`config.mk`:
```
export PLATFORM = sky130hd
export DESIGN_NAME = rotary_multi
export DESIGN_NICKNAME = d
export VERILOG_FILES = /design/src/rtl/rotary_multi.sv
export SDC_FILE = /design/constraint.sdc
export NUM_CORES = 1
export LEC_CHECK = 0
export ABC_AREA = 0
export CAP_MARGIN = 20
export CORE_ASPECT_RATIO = 0.7
export CORE_MARGIN = 2
export CORE_UTILIZATION = 50
export DETAILED_ROUTE_END_ITERATION = 6
export GPL_TIMING_DRIVEN = 0
export HOLD_SLACK_MARGIN = 0.08
export PLACE_DENSITY = 0.78
export SYNTH_ARGS = -nofsm -noshare
export SYNTH_HDL_FRONTEND = slang
export SYNTH_SLANG_ARGS = --single-unit
export TNS_END_PERCENT = 20
```
`constraint.sdc`:
```
create_clock -name clk_i -period 2.4 [get_ports clk_i]
set_input_delay 0.36 -clock clk_i [delete_from_list [all_inputs] [get_ports clk_i]]
set_output_delay 0.36 -clock clk_i [all_outputs]
set_load 0.005 [all_outputs]
```
`src/rtl/rotary_multi.sv`:
```
// Multi-channel rotary-encoder decoder: per channel it synchronises, debounces and decodes a
// T-phase active-low encoder into steps driving a bounded, optionally accelerated counter.
module rotary_multi #(
  parameter int unsigned CH       = 2,
  parameter int unsigned N        = 12,
  parameter int unsigned INIT     = 0,
  parameter int unsigned SAT      = 1,
  parameter int unsigned T        = 3,
  parameter int unsigned DEB      = 40000,
  parameter int unsigned HOLD     = 200000,
  parameter int unsigned ACC      = 0,
  parameter int unsigned ACC_WIN  = 2000000,
  parameter int unsigned ACC_STEP = 4,
  localparam int unsigned W       = (N < 2) ? 1 : $clog2(N)
) (
  input  logic              clk_i,
  input  logic              rst_i,
  input  logic [CH*T-1:0]   rot_ni,
  input  logic [CH-1:0]     load_i,
  input  logic [W-1:0]      load_val_i,
  output logic [CH*W-1:0]   counter_o,
  output logic [CH-1:0]     inc_o,
  output logic [CH-1:0]     dec_o
);

  localparam int unsigned W1 = W + 1;
  localparam int unsigned SW = (DEB < 1) ? 1 : $clog2(DEB + 1);
  localparam int unsigned HW = (HOLD < 1) ? 1 : $clog2(HOLD + 1);
  localparam int unsigned GW = (ACC_WIN < 1) ? 1 : $clog2(ACC_WIN + 1);

  localparam logic [SW-1:0] DebMax  = SW'(DEB);
  localparam logic [HW-1:0] HoldMax = HW'(HOLD);
  localparam logic [GW-1:0] GapMax  = GW'(ACC_WIN);
  localparam logic [W-1:0]  NMax    = W'(N - 1);
  localparam logic [W:0]    NMaxExt = W1'(N - 1);
  localparam logic [W:0]    NExt    = W1'(N);
  localparam logic [W:0]    StepAcc = W1'(ACC_STEP);
  localparam logic [W:0]    StepOne = W1'(1);
  localparam logic [W-1:0]  InitVal = W'(INIT);

  // A position code has exactly one phase low.
  function automatic logic is_pos(input logic [T-1:0] x);
    logic [T-1:0] n;
    n = ~x;
    return (n != '0) && ((n & (n - T'(1))) == '0);
  endfunction

  function automatic logic [T-1:0] fwd(input logic [T-1:0] x);
    return {x[0], x[T-1:1]};
  endfunction

  function automatic logic [T-1:0] bwd(input logic [T-1:0] x);
    return {x[T-2:0], x[T-1]};
  endfunction

  for (genvar c = 0; c < CH; c++) begin : g_ch
    logic [T-1:0]  s1_q, s2_q, deb_q;
    logic [SW-1:0] scnt_q;
    logic [T-1:0]  anc_q, anc_d, cur_q, cur_d;
    logic [HW-1:0] hcnt_q, hcnt_d;
    logic [GW-1:0] gcnt_q, gcnt_d;
    logic          ldir_q, ldir_d;
    logic [W-1:0]  out_q, out_d;
    logic          inc_q, inc_d, dec_q, dec_d;
    logic          deb_new, step_up, step_dn, accel;
    logic [W:0]    mag, out_ext, up_sum;

    always_ff @(posedge clk_i) begin
      if (rst_i) begin
        s1_q   <= '1;
        s2_q   <= '1;
        deb_q  <= '1;
        scnt_q <= '0;
      end else begin
        s1_q <= rot_ni[c*T +: T];
        s2_q <= s1_q;
        if (s1_q != s2_q) begin
          scnt_q <= '0;
        end else if (scnt_q == DebMax) begin
          deb_q  <= s2_q;
          scnt_q <= '0;
        end else begin
          scnt_q <= scnt_q + SW'(1);
        end
      end
    end

    assign deb_new = is_pos(deb_q) && (deb_q != cur_q);

    always_comb begin
      anc_d   = anc_q;
      cur_d   = cur_q;
      hcnt_d  = hcnt_q;
      step_up = 1'b0;
      step_dn = 1'b0;
      if (anc_q == cur_q) begin
        if (deb_new) begin
          cur_d  = deb_q;
          hcnt_d = '0;
        end
      end else if (deb_new) begin
        cur_d  = deb_q;
        hcnt_d = '0;
        if (cur_q == fwd(anc_q) && deb_q == fwd(cur_q)) begin
          step_up = 1'b1;
          anc_d   = cur_q;
        end else if (cur_q == bwd(anc_q) && deb_q == bwd(cur_q)) begin
          step_dn = 1'b1;
          anc_d   = cur_q;
        end
      end else if (hcnt_q < HoldMax) begin
        hcnt_d = hcnt_q + HW'(1);
      end else begin
        // Slow commit: the tracked position becomes the anchor, stepping if it was adjacent.
        hcnt_d = '0;
        anc_d  = cur_q;
        if (cur_q == fwd(anc_q)) begin
          step_up = 1'b1;
        end else if (cur_q == bwd(anc_q)) begin
          step_dn = 1'b1;
        end
      end
    end

    assign accel   = (ACC != 0) && (gcnt_q < GapMax) && (step_up ? ldir_q : !ldir_q);
    assign mag     = accel ? StepAcc : StepOne;
    assign out_ext = {1'b0, out_q};
    assign up_sum  = out_ext + mag;

    always_comb begin
      out_d  = out_q;
      gcnt_d = (gcnt_q < GapMax) ? gcnt_q + GW'(1) : gcnt_q;
      ldir_d = ldir_q;
      inc_d  = 1'b0;
      dec_d  = 1'b0;
      if (load_i[c]) begin
        out_d  = (load_val_i > NMax) ? NMax : load_val_i;
        gcnt_d = GapMax;
      end else if (step_up) begin
        inc_d  = 1'b1;
        gcnt_d = '0;
        ldir_d = 1'b1;
        if (up_sum > NMaxExt) begin
          out_d = (SAT != 0) ? NMax : W'(up_sum - NExt);
        end else begin
          out_d = W'(up_sum);
        end
      end else if (step_dn) begin
        dec_d  = 1'b1;
        gcnt_d = '0;
        ldir_d = 1'b0;
        if (out_ext < mag) begin
          out_d = (SAT != 0) ? '0 : W'(out_ext + NExt - mag);
        end else begin
          out_d = W'(out_ext - mag);
        end
      end
    end

    always_ff @(posedge clk_i) begin
      if (rst_i) begin
        anc_q  <= '1;
        cur_q  <= '1;
        hcnt_q <= '0;
        gcnt_q <= GapMax;
        ldir_q <= 1'b0;
        out_q  <= InitVal;
        inc_q  <= 1'b0;
        dec_q  <= 1'b0;
      end else begin
        anc_q  <= anc_d;
        cur_q  <= cur_d;
        hcnt_q <= hcnt_d;
        gcnt_q <= gcnt_d;
        ldir_q <= ldir_d;
        out_q  <= out_d;
        inc_q  <= inc_d;
        dec_q  <= dec_d;
      end
    end

    assign counter_o[c*W +: W] = out_q;
    assign inc_o[c]            = inc_q;
    assign dec_o[c]            = dec_q;
  end

endmodule

```
### Word-level counts from Yosys, hierarchy flattened

Index checks and enable logic that the tools add are counted.

* flip-flop bits (word level): 110
* output and inout bits: 12
* logic and storage cells: 146

* add/subtract/negate cells: 10
* magnitude comparators: 7
* equal/unequal tests: 22
* multiplexer cells: 55
* bitwise gates (word level): 8
* reduce and logical (&&, ||, !) cells: 24

Operators by type and width (number)
* 18-bit 2-to-1 mux: 8
* 4-bit 2-to-1 mux: 11
* 18-bit by 1-bit adder with 18-bit output (second input constant): 2
* 18-bit less-than comparator (second input constant): 2
* 16-bit by 1-bit adder with 16-bit output (second input constant): 2
* 16-bit equality test (second input constant): 2
* 3-bit equality test: 10
* 1-bit 2-to-1 mux: 28
* 3-bit 2-to-1 mux: 8
* 3-bit != test: 4
* 3-bit nonzero test: 4
* 3-bit OR reduction: 4
* 4-bit by 1-bit adder with 5-bit output (second input constant): 2
* 5-bit by 4-bit greater-than comparator with 1-bit output (second input constant): 2
* 1-bit logical AND: 8
* 4-bit by 1-bit less-than comparator with 1-bit output (second input constant): 2
* 2-bit != test (second input constant): 4
* 4-bit by 1-bit subtractor with 4-bit output (second input constant): 2
* 3-bit bitwise AND: 2
* 3-bit zero test: 2
* 3-bit by 1-bit != test with 1-bit output (second input constant): 2
* 3-bit inverter: 2
* 3-bit AND reduction: 2
* 3-bit by 1-bit subtractor with 3-bit output (second input constant): 2
* 4 further kinds: 9

### Longest topological paths before layout

Gate-level depths: netlist of the first run.

* depth after elaboration: 11
* mapped depth: 10
* gate-level depth less buffers: 9

### Worst setup path before layout of the first run

Ideal clock, no wire load.

* path type: register -> register
* start point: reg g_ch[1].cur_q[2]
* end point: reg g_ch[1].out_q[1]
* setup time: 0.136 ns
* arrival time: 1.939 ns
* slack: 0.326 ns
* cell stages (with the launch flop): 9
* buffers on the path: 1
* period minus slack after synthesis: 2.074 ns
* path through: dfxtp_1 -> buf_4 -> and3b_1 -> o311ai_4 -> nand2_2 -> o211ai_4 -> mux2_2 -> o21ai_0 -> a211oi_1

* cells in the longest elaborated chain, start to end: 7
* elaborated cells between the ends (all ways): 24
* classes of those cells: eq/ne (6); mux (14); reduce/logical (4)

Ends and longest elaborated chain
* start, declared: line 59 `logic [T-1:0] anc_q, anc_d, cur_q, cur_d;`
* start signal, assigned: line 172 `cur_q <= cur_d;`
* 3-bit equality test, on equally long branches
* 1-bit 2-to-1 mux, or another cell as far along: line 119 `end else if (cur_q == bwd(anc_q)) begin`
* 1-bit 2-to-1 mux, on equally long branches
* 1-bit 2-to-1 mux, on equally long branches: line 111, 101, 104
* 1-bit 2-to-1 mux, on equally long branches: line 101, 96
* 1-bit 2-to-1 mux / 4-bit 2-to-1 mux (equally long branches): line 96, 139
* 3-bit nonzero test (no line) / 4-bit 2-to-1 mux (equally long branches)
* end signal, assigned: line 167 `out_q <= InitVal;`
* end signal, assigned: line 176 `out_q <= out_d;`
* end, declared: line 63 `logic [W-1:0] out_q, out_d;`

Parallel ways exist; a longest one is shown, timed or not.
A chain may end at the register's enable or synchronous reset.

### Worst setup path after layout of the first run

* start point: reg g_ch[0].cur_q[1]
* end point: reg g_ch[0].hcnt_q[15]

* cells in the longest elaborated chain, start to end: 4
* elaborated cells between the ends (all ways): 6
* classes of those cells: eq/ne (3); mux (2); reduce/logical (1)

Ends and longest elaborated chain
* start, declared: line 59
* start signal, assigned: line 172
* 3-bit != test: line 88 `assign deb_new = is_pos(deb_q) && (deb_q != cur_q);`
* 1-bit logical AND: line 88
* 18-bit 2-to-1 mux: line 101 `end else if (deb_new) begin`
* 18-bit 2-to-1 mux: line 96 `if (anc_q == cur_q) begin`
* end signal, assigned: line 173 `hcnt_q <= hcnt_d;`
* end, declared: line 60 `logic [HW-1:0] hcnt_q, hcnt_d;`

Parallel ways exist; a longest one is shown, timed or not.

==> results of run 1 <==
[metrics by stage]
step	instance area, sq um	total power [mW]	instances
floorplan	6050	2.088	730
global placement	6486	2.175	911
detailed placement	6486	2.185	911
CTS	6838	3.891	926
global route	6915	4.001	927
finish	6915	3.879	927
[per-layer routing]
layer,vias to the layer above,wire (um)
li1,2663,-
met1,2583,6807
met2,183,6294
met3,18,751
met4,0,170
met5,-,0
[report_power, final]
part	switching (mW)	internal [mW]	total [mW]	leakage, nW
combinational	0.146	0.123	0.270	1.45
clock	0.705	1.03	1.73	0.168
sequential	0.0282	1.85	1.88	0.891
[state kept, by name, summed over array words and instances (netlist names)]
signal	count
g_ch.s2_q	6
g_ch.anc_q	6
g_ch.out_q	8
g_ch.inc_q	2
g_ch.cur_q	6
g_ch.deb_q	6
g_ch.hcnt_q	36
g_ch.scnt_q	32
g_ch.s1_q	6
g_ch.dec_q	2
[area by class of cell]
type	instances	area share
multi-input combinational	555	0.5222
sequential	110	0.3186
timing repair buffer	26	0.03691
buffer	45	0.03383
clock buffer	9	0.03257
tap	157	0.02841
clock inverter	6	0.01719
inverter	19	0.01031
[cell families (layout without fill, tap and decap cells)]
| logic type | after synthesis | in the layout | synth area share |
|---|---|---|---|
| AOI/OAI and AO/OA | 145 | 145 | 0.1739 |
| xor gates and xnor gates | 59 | 59 | 0.08542 |
| adders and majority gates | 11 | 11 | 0.02275 |
| buffers and inverters | 65 | 105 | 0.05005 |
| DFF | 110 | 110 | 0.3640 |
| muxes | 7 | 7 | 0.01179 |
| and+or+nand+nor | 333 | 333 | 0.2920 |
[placed cells by master (no fill, tap or decap), drive strengths merged, types with 5 or more instances in the layout]
cell           netlist  routed
dfxtp              110     110
nor2                91      91
nand2               54      54
a21oi               35      35
nand3               33      33
clkbuf              24      33
xor2                31      31
o21ai               30      30
xnor2               28      28
nor3                25      25
clkdlybuf4s50        0      24
buf                 22      23
inv                 19      21
and3                20      20
or2                 20      20
nor2b               16      16
nand3b              15      15
a211o               13      13
nand4               11      11
a311oi              11      11
ha                  11      11
a211oi              11      11
or3                  9       9
a31oi                8       8
mux2i                6       6
nor3b                6       6
nor4                 6       6
a22oi                5       5
and2                 5       5
[path summary, 6_finish.rpt]
path / start / end / cells past startpoint
worst max register to register: g_ch[0].cur_q[1] / g_ch[0].hcnt_q[15] / 8
worst min-delay path: g_ch[1].s1_q[0] / g_ch[1].s2_q[0] / 1
worst min register to register: g_ch[1].s1_q[0] / g_ch[1].s2_q[0] / 1
worst max-delay path: g_ch[0].cur_q[1] / g_ch[0].hcnt_q[15] / 8
[what timing repair did]
action	in CTS	in global routing
gates resized for setup	2	22
endpoints found under the setup margin	6	34
pin swaps	0	3
buffers inserted	0	2
[critical path, delay by kind of cell, from the launching register on]
family | cells | cell delay, ns
DFF | 1 | 0.36
AOI/OAI and AO/OA | 2 | 0.54
buffers and inverters | 1 | 0.20
and+or+nand+nor | 5 | 1.18
==> results.md, run 1 <==
- Detailed-route DRC error count: 0
- CTS Sinks: 110
- Max Clock Skew: between 0.008 and 0.009 ns
- Root buf cell: clkbuf_16
- Mapped Area: 6050 sq um
- Number of antenna violations at the first check in global routing: 0
- Met3 Use GR: 0.03791
- Relative slew slack: 0.5279
- Avg Inst Size Synth: 8.287 sq um
- Yosys top cell by area: dfxtp_1
- Met1 Usage GRT: 0.3031
- Routed WL: 14020 um
- Final hold violation count: 0
- Core region area: 11770 sq um
- Die Area: 13010 sq um
- FF+latch area: 2203 sq um
- CP max stage delay: 0.43 ns
- CTS Buf Count: 9
- CTS tree: built
- Crit start category: register
- Most common cell in the netlist: dfxtp_1
- Via count: 5447
- Post-synth ARST share: 0
- Status: finished clean
- Endpoints failing setup: 0
- Area growth syn-to-layout: 14.31%
- Cell area power density: 560.9 nW/um^2
- Clk_lat worst skew: 0.35 ns
- Critical path peak fanout: 10
- FF+latch count, synth: 110
- M2 GR Usage: 0.3579
- Period utilization: 0.9948
- Die height: between 90 and 100 um
- Vias per cell: 5.876
- Setup WS post-layout: 0.01244 ns
- Synth unique cells: 73
- Leakage: 2.510 nW
- Multi-input logic area: 3611 sq um
- Synth top area share: 0.3640
- Routed Antenna Nets: 0
- Total track usage: 0.2210
- Die Wd: 135.5 um
- Inserted Diodes: 0
- H-tree depth: 3
- 1st-iter DRT viols: roughly 400
- Synth warn: 0
- Post-detail-place hpwl: 9870 um
- Max IR drop VDD: 0.4231 mV
- IO buf count: 24
- Setup CP Type: reg -> reg
- Top cells by area, synth: dfxtp_1 (36%), nor2_1 (5.6%), xor2_1 (4.5%)
- Place WS: -0.05208 ns
- Maxcap violations: 0
- Final Max Tran Viols: 0
- Achievable Freq: 418.8 MHz
- CP required: around 2.6 ns
- Global-route wire length before repair: 23320 um
- Clock buffer depth: 2
- Crit. End Element: register
- Min Hold Slack: between 0.4 and 0.5 ns
- Initial DRT Pass Iterations: 5
- WP data arrival: 2.63 ns
- Top FF cell, synth: dfxtp_1
- Routed len/inst: 15.13 um
- Worst R2R Setup Slack: roughly 0.012 ns
- IO Pins: 26
- Largest net degree at the start of global routing: 19
- Layout Nets: 791
- Initial Utilization: 0.5141
- Routability congestion estimate: 0.8918
- Post-synth top cells: dfxtp_1 (110), nor2_1 (90), nand2_1 (53)
- Worst-margin pin slew: 0.7027 ns
- Sum Neg Setup Slack: 0 ns
- Worst hold path type: reg -> reg
- Clk slew on worst S/H paths: about 0.070 ns
- Fillers: 1019
- CP max stage cell: or3b_4
- CP Cell Sequence: or3b_4, a21boi_4, nor2_4, or3_1, buf_2, nor3_2, nor2_1, a311oi_1
- Share of layout cells above drive strength 1: 0.1130
- # rows: 33
- Utilization after layout: 0.5877
- Unrepaired setup endpoints after global routing: yes
- Post-synth EDFFs: 0
- Overflow after GRT: 0
- Sequential-to-total area share from yosys stat: 0.3640
- Grt peak-use layer: met2
- Cells after Synth: 730
- Vias in the first global route: 5003
- Fin crit period: 2.388 ns
- Hold_buf cts: 0
- Syn Nets: roughly 760
(Power assumes the default switching activity.)
==> run 2: changes to the inputs <==
--- a/config.mk
+++ b/config.mk
@@ -13,6 +13,7 @@
 export DETAILED_ROUTE_END_ITERATION = 6
 export GPL_TIMING_DRIVEN = 0
 export HOLD_SLACK_MARGIN = 0.08
+export MAX_ROUTING_LAYER = met4
 export PLACE_DENSITY = 0.78
 export SYNTH_ARGS = -nofsm -noshare
 export SYNTH_HDL_FRONTEND = slang
==> results.md, run 2 (synthesis results as in run 1) <==
- Status: finished clean
- Hold_sp: g_ch[1].s1_q[0]
- Vias per cell: 5.855 (-0.35%)
- Endpoints failing setup: 0 (unchanged)
- CTS Sinks: 110 (unchanged)
- Utilization after layout: 0.5878 (about the same)
- # rows: 33 (unchanged)
- Achievable Freq: 421.4 MHz (+0.60%)
- Commonest non-fill, non-tap cell in the layout: dfxtp_1
- Multi-input logic area: 3612 sq um (about the same)
- Initial DRT Pass Iterations: 5 (unchanged)
- Routed WL: 14020 um (about the same)
- Finished Cell Area: 6917 sq um (about the same)
- Crit start category: register
- Worst-margin pin slew: 0.7435 ns (+0.04078 ns)
- Max layer used: met4
- FF-to-FF End: g_ch[0].hcnt_q[15]
- Max Clock Skew: 0.009066 ns (+0.0006394 ns)
- Detailed-route DRC error count: 0 (unchanged)
- Leakage: 2.516 nW (+0.25%)
- Vias in the first global route: 4999 (-0.080%)
- R2R depth: 8 (unchanged)
- Met2 routed WL: 6241 um (-0.84%)
- Worst Setup SP: g_ch[0].cur_q[1]
- IO buf count: 24 (unchanged)
- Most frequent cells in the layout: dfxtp_1 (109), nor2_1 (89), nand2_1 (53), a21oi_1 (35), nand3_1 (33)
- Unrepaired setup endpoints after global routing: yes
- Layout Nets: 791 (unchanged)
- Routed Antenna Nets: 0 (unchanged)
- H-tree depth: 3 (unchanged)
- IO Pins: 26 (unchanged)
- Largest net degree at the start of global routing: 19 (unchanged)
- Post-detail-place hpwl: 9870 um (unchanged)
- Largest registers: g_ch.hcnt_q: 36 flops, g_ch.scnt_q: 32 flops, g_ch.out_q: 8 flops
- DP Area: 6486 sq um (unchanged)
- Clock buffer depth: 2 (unchanged)
- Setup WS post-layout: 0.02668 ns (+0.01424 ns)
- FF+latch area: 2203 sq um (unchanged)
- Max reg flops: 36 (unchanged)
- Via count: 5428 (-0.35%)
- Final hold violation count: 0 (unchanged)
- Die height: 96.03 um (unchanged)
- Fin crit period: 2.373 ns (-0.01424 ns)
- CP required: 2.64 ns (about the same)
- Clk slew on worst S/H paths: 0.07 ns (about the same)
- Setup crit end: g_ch[0].hcnt_q[15]
- Critical path peak fanout: 10 (unchanged)
- Root buf cell: clkbuf_16
- Worst R2R Setup Slack: 0.03 ns (about the same)
- Inserted Diodes: 0 (unchanged)
- Final Max Tran Viols: 0 (unchanged)
- Max IR drop VDD: 0.4210 mV (-0.50%)
- Area growth syn-to-layout: 14.33% (about the same)
- CTS tree: built
- Fillers: 1018 (-0.098%)
- Total track usage: 0.2282 (+0.007257)
- 1st-iter DRT viols: 406 (+3.8%)
- Met1 Wirelength: 6690 um (-1.7%)
- Global-route wire length before repair: 23380 um (+0.30%)
- Overflow after GRT: 0 (unchanged)
- Core region area: 11770 sq um (unchanged)
- Number of antenna violations at the first check in global routing: 0 (unchanged)
- CTS Buf Count: 9 (unchanged)
- Worst hold path type: reg -> reg
- Routability congestion estimate: 0.9068 (+1.7%)
- Wire length on met3: 893 um (+19%)
- WP data arrival: 2.61 ns (-0.02 ns)
- Critical R2R Launch: g_ch[0].cur_q[1]
- Die Wd: 135.5 um (unchanged)
- Period utilization: 0.9889 (-0.005933)
- Routed len/inst: 15.12 um (about the same)
- Min Hold Slack: 0.4623 ns (-0.0002180 ns)
- Cell area power density: 559.3 nW/um^2 (-0.28%)
- Clk_lat worst skew: 0.35 ns (about the same)
- Setup CP Type: reg -> reg
- Share of layout cells above drive strength 1: 0.1143 (+0.001299)
- Maxcap violations: 0 (unchanged)
- Die Area: 13010 sq um (unchanged)
- Initial Utilization: 0.5141 (unchanged)
- Reg with most FFs: g_ch.hcnt_q
- Crit. End Element: register
- Place WS: -0.05208 ns (unchanged)
- Relative slew slack: 0.5005 (-0.02739)
## run 2: changes by cell type in the layout (fill, tap and decap cells not counted)
cell and change:
a32o_2 +1, buf_4 +1, a32o_1 -1, clkbuf_4 -1
## run 2: worst min path at each step
stage / endpoint / depth (start not counted)
final: g_ch[1].s2_q[0] / 1
after global routing: g_ch[0].s2_q[0] / 1
after CTS: g_ch[1].s2_q[0] / 1
after detailed placement: g_ch[1].s2_q[0] / 1
after global placement: g_ch[0].scnt_q[0] / 1
after floorplan: g_ch[0].scnt_q[0] / 1
## run 2: through the flow
stage	setup TNS, ns	power [mW]	cells
detailed placement	-0.09295	2.185	911
floorplan	0	2.088	730
CTS	0	3.891	926
global placement	0	2.175	911
finish	0	3.869	927
global route	-0.1668	4.003	927
## run 2: metal layers
| metal | global-route usage | up-vias |
|---|---|---|
| met5 | - | - |
| met4 | 0.07031 | 0 |
| met3 | 0.03949 | 21 |
| met2 | 0.3579 | 213 |
| met1 | 0.3041 | 2535 |
| li1 | - | 2659 |
## run 2: layout make-up
cell class                 instances  share of cell area
multi-input combinational        555              0.5222
sequential                       110              0.3186
timing repair buffer              26             0.03690
buffer                            45             0.03383
clock buffer                       9             0.03256
tap                              157             0.02840
clock inverter                     6             0.01719
inverter                          19             0.01031
## run 2: critical path, stage by stage (launching register included)
cell and delay [ns]:
dfxtp_1 0.37, or3b_4 0.43, a21boi_4 0.23, nor2_4 0.09, or3_1 0.36, buf_2 0.19
nor3_2 0.21, nor2_1 0.07, a311oi_1 0.30
## run 2: what timing repair did
action                                 CTS  global route
setup endpoints to repair                6            34
pin swaps                                0             2
hold buffers                             0             0
endpoints found under the hold margin    0             0
resized for setup                        2            24
buffers inserted                         0             2
## run 2: where the power goes
part | internal (mW) | total, mW | switching (mW)
logic | 0.123 | 0.269 | 0.146
clock network | 1.03 | 1.72 | 0.695
registers | 1.85 | 1.88 | 0.0278
total | 3.00 | 3.87 | 0.869
